<file path="src/rtl/cpu_loader_pkg.sv">
// Shared definitions for the cpu boot/run/dump loader: controller states and
// the word-to-byte address conversion used on both memory ports.
package cpu_loader_pkg;

    typedef enum logic [3:0] {
        HDR_I,
        LOAD_I,
        HDR_D,
        LOAD_D,
        HDR_R,
        RUN,
        DUMP_REQ,
        DUMP_CAP,
        DUMP_OUT,
        DONE,
        ERROR
    } state_t;

    localparam int ADDR_SHIFT = 2;

    function automatic logic [31:0] to_byte_addr(input logic [31:0] word_idx);
        return word_idx << ADDR_SHIFT;
    endfunction

endpackage

</file>
<file path="src/rtl/cpu_loader.sv">
// Host-side loader: writes cpu instruction/data memory from a framed word stream,
// runs the cpu for a host-given cycle count, then streams back the first data words.
module cpu_loader
    import cpu_loader_pkg::*;
#(
    parameter int DATA_W     = 32,
    parameter int IMEM_WORDS = 512,
    parameter int DMEM_WORDS = 1024,
    parameter int DUMP_WORDS = 16
) (
    input  logic              clk,
    input  logic              arst_n,
    input  logic              s_valid,
    output logic              s_ready,
    input  logic [DATA_W-1:0] s_data,
    output logic              m_valid,
    input  logic              m_ready,
    output logic [DATA_W-1:0] m_data,
    output logic              cpu_enable,
    output logic [31:0]       imem_addr,
    output logic              imem_wen,
    output logic              imem_ren,
    output logic [DATA_W-1:0] imem_wdata,
    output logic [31:0]       dmem_addr,
    output logic              dmem_wen,
    output logic              dmem_ren,
    output logic [DATA_W-1:0] dmem_wdata,
    input  logic [DATA_W-1:0] dmem_rdata,
    output logic              done,
    output logic              err
);

    localparam int MAX_WORDS = (IMEM_WORDS > DMEM_WORDS) ? IMEM_WORDS : DMEM_WORDS;
    localparam int IDX_W     = $clog2(MAX_WORDS) + 1;
    localparam int DMP_W     = $clog2(DUMP_WORDS) + 1;

    state_t            state, state_next;
    logic [IDX_W-1:0]  idx, idx_next;
    logic [IDX_W-1:0]  n_words, n_words_next;
    logic [DATA_W-1:0] run_cnt, run_cnt_next;
    logic [DMP_W-1:0]  dump_cnt, dump_cnt_next;

    logic xfer;
    logic last_word;

    logic s_ready_d;
    logic m_valid_d;
    logic cpu_enable_d;
    logic imem_wen_d;
    logic dmem_wen_d;
    logic dmem_ren_d;
    logic done_d;
    logic err_d;

    // s_ready is registered from the next state, so it always matches the
    // state that will consume the word on the following edge.
    assign xfer      = s_valid & s_ready;
    assign last_word = (idx == n_words - IDX_W'(1));
    assign imem_ren  = 1'b0;

    always_ff @(posedge clk) begin
        if (!arst_n) begin
            state    <= HDR_I;
            idx      <= '0;
            n_words  <= '0;
            run_cnt  <= '0;
            dump_cnt <= '0;
        end else begin
            state    <= state_next;
            idx      <= idx_next;
            n_words  <= n_words_next;
            run_cnt  <= run_cnt_next;
            dump_cnt <= dump_cnt_next;
        end
    end

    always_comb begin
        state_next    = state;
        idx_next      = idx;
        n_words_next  = n_words;
        run_cnt_next  = run_cnt;
        dump_cnt_next = dump_cnt;
        unique case (state)
            HDR_I: begin
                if (xfer) begin
                    idx_next = '0;
                    if (s_data == '0 || s_data > DATA_W'(IMEM_WORDS)) begin
                        state_next = ERROR;
                    end else begin
                        n_words_next = IDX_W'(s_data);
                        state_next   = LOAD_I;
                    end
                end
            end
            LOAD_I: begin
                if (xfer) begin
                    if (last_word) begin
                        idx_next   = '0;
                        state_next = HDR_D;
                    end else begin
                        idx_next = idx + IDX_W'(1);
                    end
                end
            end
            HDR_D: begin
                if (xfer) begin
                    idx_next = '0;
                    if (s_data > DATA_W'(DMEM_WORDS)) begin
                        state_next = ERROR;
                    end else if (s_data == '0) begin
                        state_next = HDR_R;
                    end else begin
                        n_words_next = IDX_W'(s_data);
                        state_next   = LOAD_D;
                    end
                end
            end
            LOAD_D: begin
                if (xfer) begin
                    if (last_word) begin
                        idx_next   = '0;
                        state_next = HDR_R;
                    end else begin
                        idx_next = idx + IDX_W'(1);
                    end
                end
            end
            HDR_R: begin
                if (xfer) begin
                    run_cnt_next  = s_data;
                    dump_cnt_next = '0;
                    state_next    = (s_data == '0) ? DUMP_REQ : RUN;
                end
            end
            RUN: begin
                run_cnt_next = run_cnt - DATA_W'(1);
                if (run_cnt == DATA_W'(1)) begin
                    state_next = DUMP_REQ;
                end
            end
            DUMP_REQ: state_next = DUMP_CAP;
            DUMP_CAP: state_next = DUMP_OUT;
            DUMP_OUT: begin
                if (m_ready) begin
                    dump_cnt_next = dump_cnt + DMP_W'(1);
                    if (dump_cnt_next == DMP_W'(DUMP_WORDS)) begin
                        state_next = DONE;
                    end else begin
                        state_next = DUMP_REQ;
                    end
                end
            end
            default: state_next = state;
        endcase
    end

    // Next values of every registered output, derived from the transition.
    always_comb begin
        s_ready_d    = state_next inside {HDR_I, LOAD_I, HDR_D, LOAD_D, HDR_R};
        imem_wen_d   = (state == LOAD_I) && xfer;
        dmem_wen_d   = (state == LOAD_D) && xfer;
        dmem_ren_d   = (state_next == DUMP_REQ);
        cpu_enable_d = (state_next == RUN);
        m_valid_d    = (state_next == DUMP_OUT);
        done_d       = (state_next == DONE);
        err_d        = (state_next == ERROR);
    end

    always_ff @(posedge clk) begin
        if (!arst_n) begin
            s_ready    <= 1'b1;
            m_valid    <= 1'b0;
            m_data     <= '0;
            cpu_enable <= 1'b0;
            imem_addr  <= '0;
            imem_wen   <= 1'b0;
            imem_wdata <= '0;
            dmem_addr  <= '0;
            dmem_wen   <= 1'b0;
            dmem_ren   <= 1'b0;
            dmem_wdata <= '0;
            done       <= 1'b0;
            err        <= 1'b0;
        end else begin
            s_ready    <= s_ready_d;
            m_valid    <= m_valid_d;
            cpu_enable <= cpu_enable_d;
            imem_wen   <= imem_wen_d;
            dmem_wen   <= dmem_wen_d;
            dmem_ren   <= dmem_ren_d;
            done       <= done_d;
            err        <= err_d;
            if (imem_wen_d) begin
                imem_addr  <= to_byte_addr(32'(idx));
                imem_wdata <= s_data;
            end
            // The dmem address is shared by load writes and dump reads.
            if (dmem_wen_d) begin
                dmem_addr  <= to_byte_addr(32'(idx));
                dmem_wdata <= s_data;
            end else if (dmem_ren_d) begin
                dmem_addr <= to_byte_addr(32'(dump_cnt_next));
            end
            if (state == DUMP_CAP) begin
                m_data <= dmem_rdata;
            end
        end
    end

endmodule

</file>
<file path="config.mk">
export PLATFORM = sky130hd
export DESIGN_NAME = cpu_loader
export DESIGN_NICKNAME = d
export VERILOG_FILES = /design/src/rtl/cpu_loader_pkg.sv /design/src/rtl/cpu_loader.sv
export SDC_FILE = /design/constraint.sdc
export NUM_CORES = 1
export LEC_CHECK = 0
export CAP_MARGIN = 40
export CORE_MARGIN = 1
export CORE_UTILIZATION = 44
export CTS_BUF_LIST = sky130_fd_sc_hd__clkbuf_16
export DETAILED_ROUTE_END_ITERATION = 8
export PLACE_DENSITY = 0.77
export SETUP_SLACK_MARGIN = 0.1
export SLEW_MARGIN = 20
export SYNTH_ARGS = -nofsm -noshare
export SYNTH_HDL_FRONTEND = slang
export SYNTH_SLANG_ARGS = --single-unit
</file>
<file path="constraint.sdc">
create_clock -name clk -period 3.3 [get_ports clk]
set_clock_uncertainty 0.2 [all_clocks]
set_input_delay 0.66 -clock clk [delete_from_list [all_inputs] [get_ports clk]]
set_output_delay 0.66 -clock clk [all_outputs]
set_load 0.05 [all_outputs]
</file>
==> results by group, run 1 <==
Cells and area
  – Diode count: 0
  – Final Net Count: 1418
  – Proportion of layout cells with a drive suffix above 1: 12.3%
  – Most frequent cells in the layout: nand2_1, dfxtp_1, clkdlybuf4s50_1, a21oi_1, nor2_1
  – Core Util, Final: 63.2%
  – Area grow syn2layout: 38.6%
  – Number of fill cells in the layout: 1644
  – Area occupied by multi-input gates: 4560 sq um
  – Commonest non-fill, non-tap cell in the layout: nand2_1
  – Layout Cell Area excl Fill: 12000 sq um
  – Area occupied by registers: 3790 sq um

Clock network
  – Clock Sinks: 189
  – Post-CTS Hold Buffers: 0
  – TritonCTS Buffers: 17
  – TritonCTS clock tree: done
  – Clock buffer depth: 2
  – Clk slew on worst S/H paths: 0.07 ns
  – H-Tree Depth: 4
  – Root buffer cell: clkbuf_16
  – Worst-skew pair later-pin latency: 0.44 ns

Drt
  – Total Routed Length: 25800 microns
  – Drc violations: 0
  – Vias per inst: 5.36
  – DRT Pass-1 Iters: 5
  – Final ANT Viol Nets: 0
  – Average routed wire per standard cell: 16.0 microns
  – Iteration-0 DRC Markers: 635
  – Via count: 8674

Critical path
  – CP Cell Sequence: nor4_4, and3_4, nor4b_4, a311oi_4, nor4_2, buf_4, o31a_1, a211o_2, a31oi_4, buf_12, mux2i_1
  – R2R cell count: 11
  – Worst Path Arrival: 3.30 ns
  – Crit Path Max Fanout: 6
  – Crit path buf inv count: 2
  – CP delay by family, top: compound AO/OA/AOI/OAI gates
  – CP peak stage delay: 0.40 ns
  – Crit path depth: 11
  – Slowest-stage cell, CP: nor4_4
  – WP data required: 3.46 ns
  – Crit end category: flop
  – Crit path kind: reg2reg
  – Startpoint Class: flop

Global routing
  – Largest net degree at the start of global routing: 76
  – Vias in the first global route: 8093
  – Total track usage: 25.4%
  – Grt ovf: 0
  – Initial antenna violation count: 0
  – First-pass GRT wire length: 40700 microns

STA
  – RSZ-0062 raised after global routing: true
  – Setup violators final: 0
  – Minimum clock period: 3.13 ns
  – Tcrit/Tclk final: 94.9%
  – Slew HR: 61.5%
  – Setup ws final: 0.168 ns
  – Final slew viol count: 0
  – Final hold violations: 0
  – Max Clock Freq: 319 MHz
  – Worst-Margin Slew: 0.576 ns

Run
  – MaxCap Viol Count: 0

Synth
  – Asr flop ratio synth: 0%
  – Synth Cell Area: 8640 sq um
  – Synth Warn #: 0
  – Cells after Synth: 1106
  – Number of distinct library cells after synthesis: 70
  – Synth Flop Type: dfxtp_1
  – Post-synthesis mux area share: 1.74%
  – Largest family of logic cells by synthesized area: simple AND/OR/NAND/NOR gates
  – Simple logic cell fraction of the synthesized area: 26.4%
  – Xor/xnor share of the synthesized area: 1.22%
  – Flip-flop and latch count after synthesis: 189
  – Post-synthesis sequential area ratio: 43.8%
  – Synth Area in Adders: 0.868%
  – Syn avg cell area: 7.82 sq um
  – Synth Area in Compound Gates: 18.7%
  – Post-synth EDFFs: 0

Power and ir drop
  – Final Power: 6.90 mW
  – Maximum VDD drop: 0.000432 V
  – Pwr/cell area: 575 nW/um^2
  – LEAKAGE: 4.42 nW

Run status
  – Status: finished, final reports clean

Floorplanning
  – I/O pins: 237
  – Core area: 19000 sq um
  – Starting Density: 45.6%
  – Row cnt: 50
  – Area of the die: 20200 sq um
  – Die H: 142 microns
  – Die Wd: 142 microns

Placed design
  – Placed cell area: 11200 sq um
  – Pre-CTS WS: -0.512 ns
  – IO buf count: 193
  – Hpwl dp: 18000 microns
  – Final GP Congestion: 0.937

Worst hold path
  – Hold depth: 2
  – HP Class: reg2reg
## worst paths after layout
check / from / endpoint / slack (ns)
max: n_words[6] / dmem_addr[2] / 0.17
min: m_data[9] / m_data[9] / 0.25
max reg2reg: n_words[6] / dmem_addr[2] / 0.17
min reg2reg: m_data[9] / m_data[9] / 0.25
## cells in the mapped netlist (10+ instances only)
library cell  number  area [sq um]
nor2_1            95           357
clkbuf_1          63           236
nand3_1           16          80.1
buf_4             43           323
a21oi_1          153           766
o21ai_0           39           195
nor4_1            12          75.1
dfxtp_1          189          3780
xnor2_1           10          87.6
nand2_1          265           995
nor3_1            29           145
mux2i_1           15           150
inv_1             14          52.6
## metal layers
layer	vias to the layer above	routed length, microns	part of all wire, %	GRT usage (%)
li1	4208	-	-	-
met1	4090	10900	42	32.0
met2	334	12500	48	42.4
met3	42	1960	7.6	5.92
met4	0	527	2.0	9.11
met5	-	0	0	0
## registers in the layout, indices dropped and copies added (netlist names), 5 cells and up
| register | cells |
|---|---|
| n_words | 11 |
| imem_addr | 11 |
| dmem_addr | 11 |
| m_data | 32 |
| dump_cnt | 5 |
| idx | 11 |
| imem_wdata | 32 |
| run_cnt | 32 |
| dmem_wdata | 32 |
## logic make-up (layout without fill, tap and decap cells)
kind of cell               Yosys count  in the layout
adders and majority gates            6              6
AOI/OAI and AO/OA                  268            268
and+or+nand+nor                    492            492
buffers and inverters              123            332
muxes                               15             15
other                                1             43
xor gates and xnor gates            12             12
DFF                                189            189
## worst min-delay path, stage by stage (launching register included)
cell and delay (ns):
dfxtp_1 0.31, nand2_1 0.05, a21oi_1 0.05
## metrics by stage
stage | hold slack (ns) | TNS (ns) | cells
after floorplan | 0.232 | 0 | 1148
after global placement | 0.240 | -7.44 | 1572
after detailed placement | 0.246 | -9.05 | 1572
after CTS | 0.255 | 0 | 1612
after global routing | 0.267 | 0 | 1617
final | 0.253 | 0 | 1617
## area by class of cell
| type | instances | share of cell area, % |
|---|---|---|
| Tap cell | 260 | 2.71 |
| Clock inverter | 15 | 1.01 |
| Timing Repair Buffer | 286 | 22.6 |
| Multi-Input combinational cell | 836 | 38.1 |
| Clock buffer | 17 | 3.55 |
| Inverter | 14 | 0.459 |
| Sequential cell | 189 | 31.6 |
## timing repair
item                       CTS  global route
cloned                       1             0
setup endpoints to repair   13            14
pin swaps                   18            24
resized for setup           33            15
buffers inserted             7             5
## where the power goes
part / internal (mW) / leakage (nW) / switching [mW]
Clock: 0.975 / 0.258 / 0.948
Sequential: 2.43 / 1.53 / 0.177
Combinational: 0.978 / 2.63 / 1.39
(Power assumes the default switching activity.)
==> inputs of run 2 (changes only) <==
ABC_CLOCK_PERIOD_IN_PS = 3300   (was not set)
GPL_TIMING_DRIVEN = 1   (was not set)
==> results of run 2 <==
No change in the layout: final DEF, timing and power equal those of run 1.
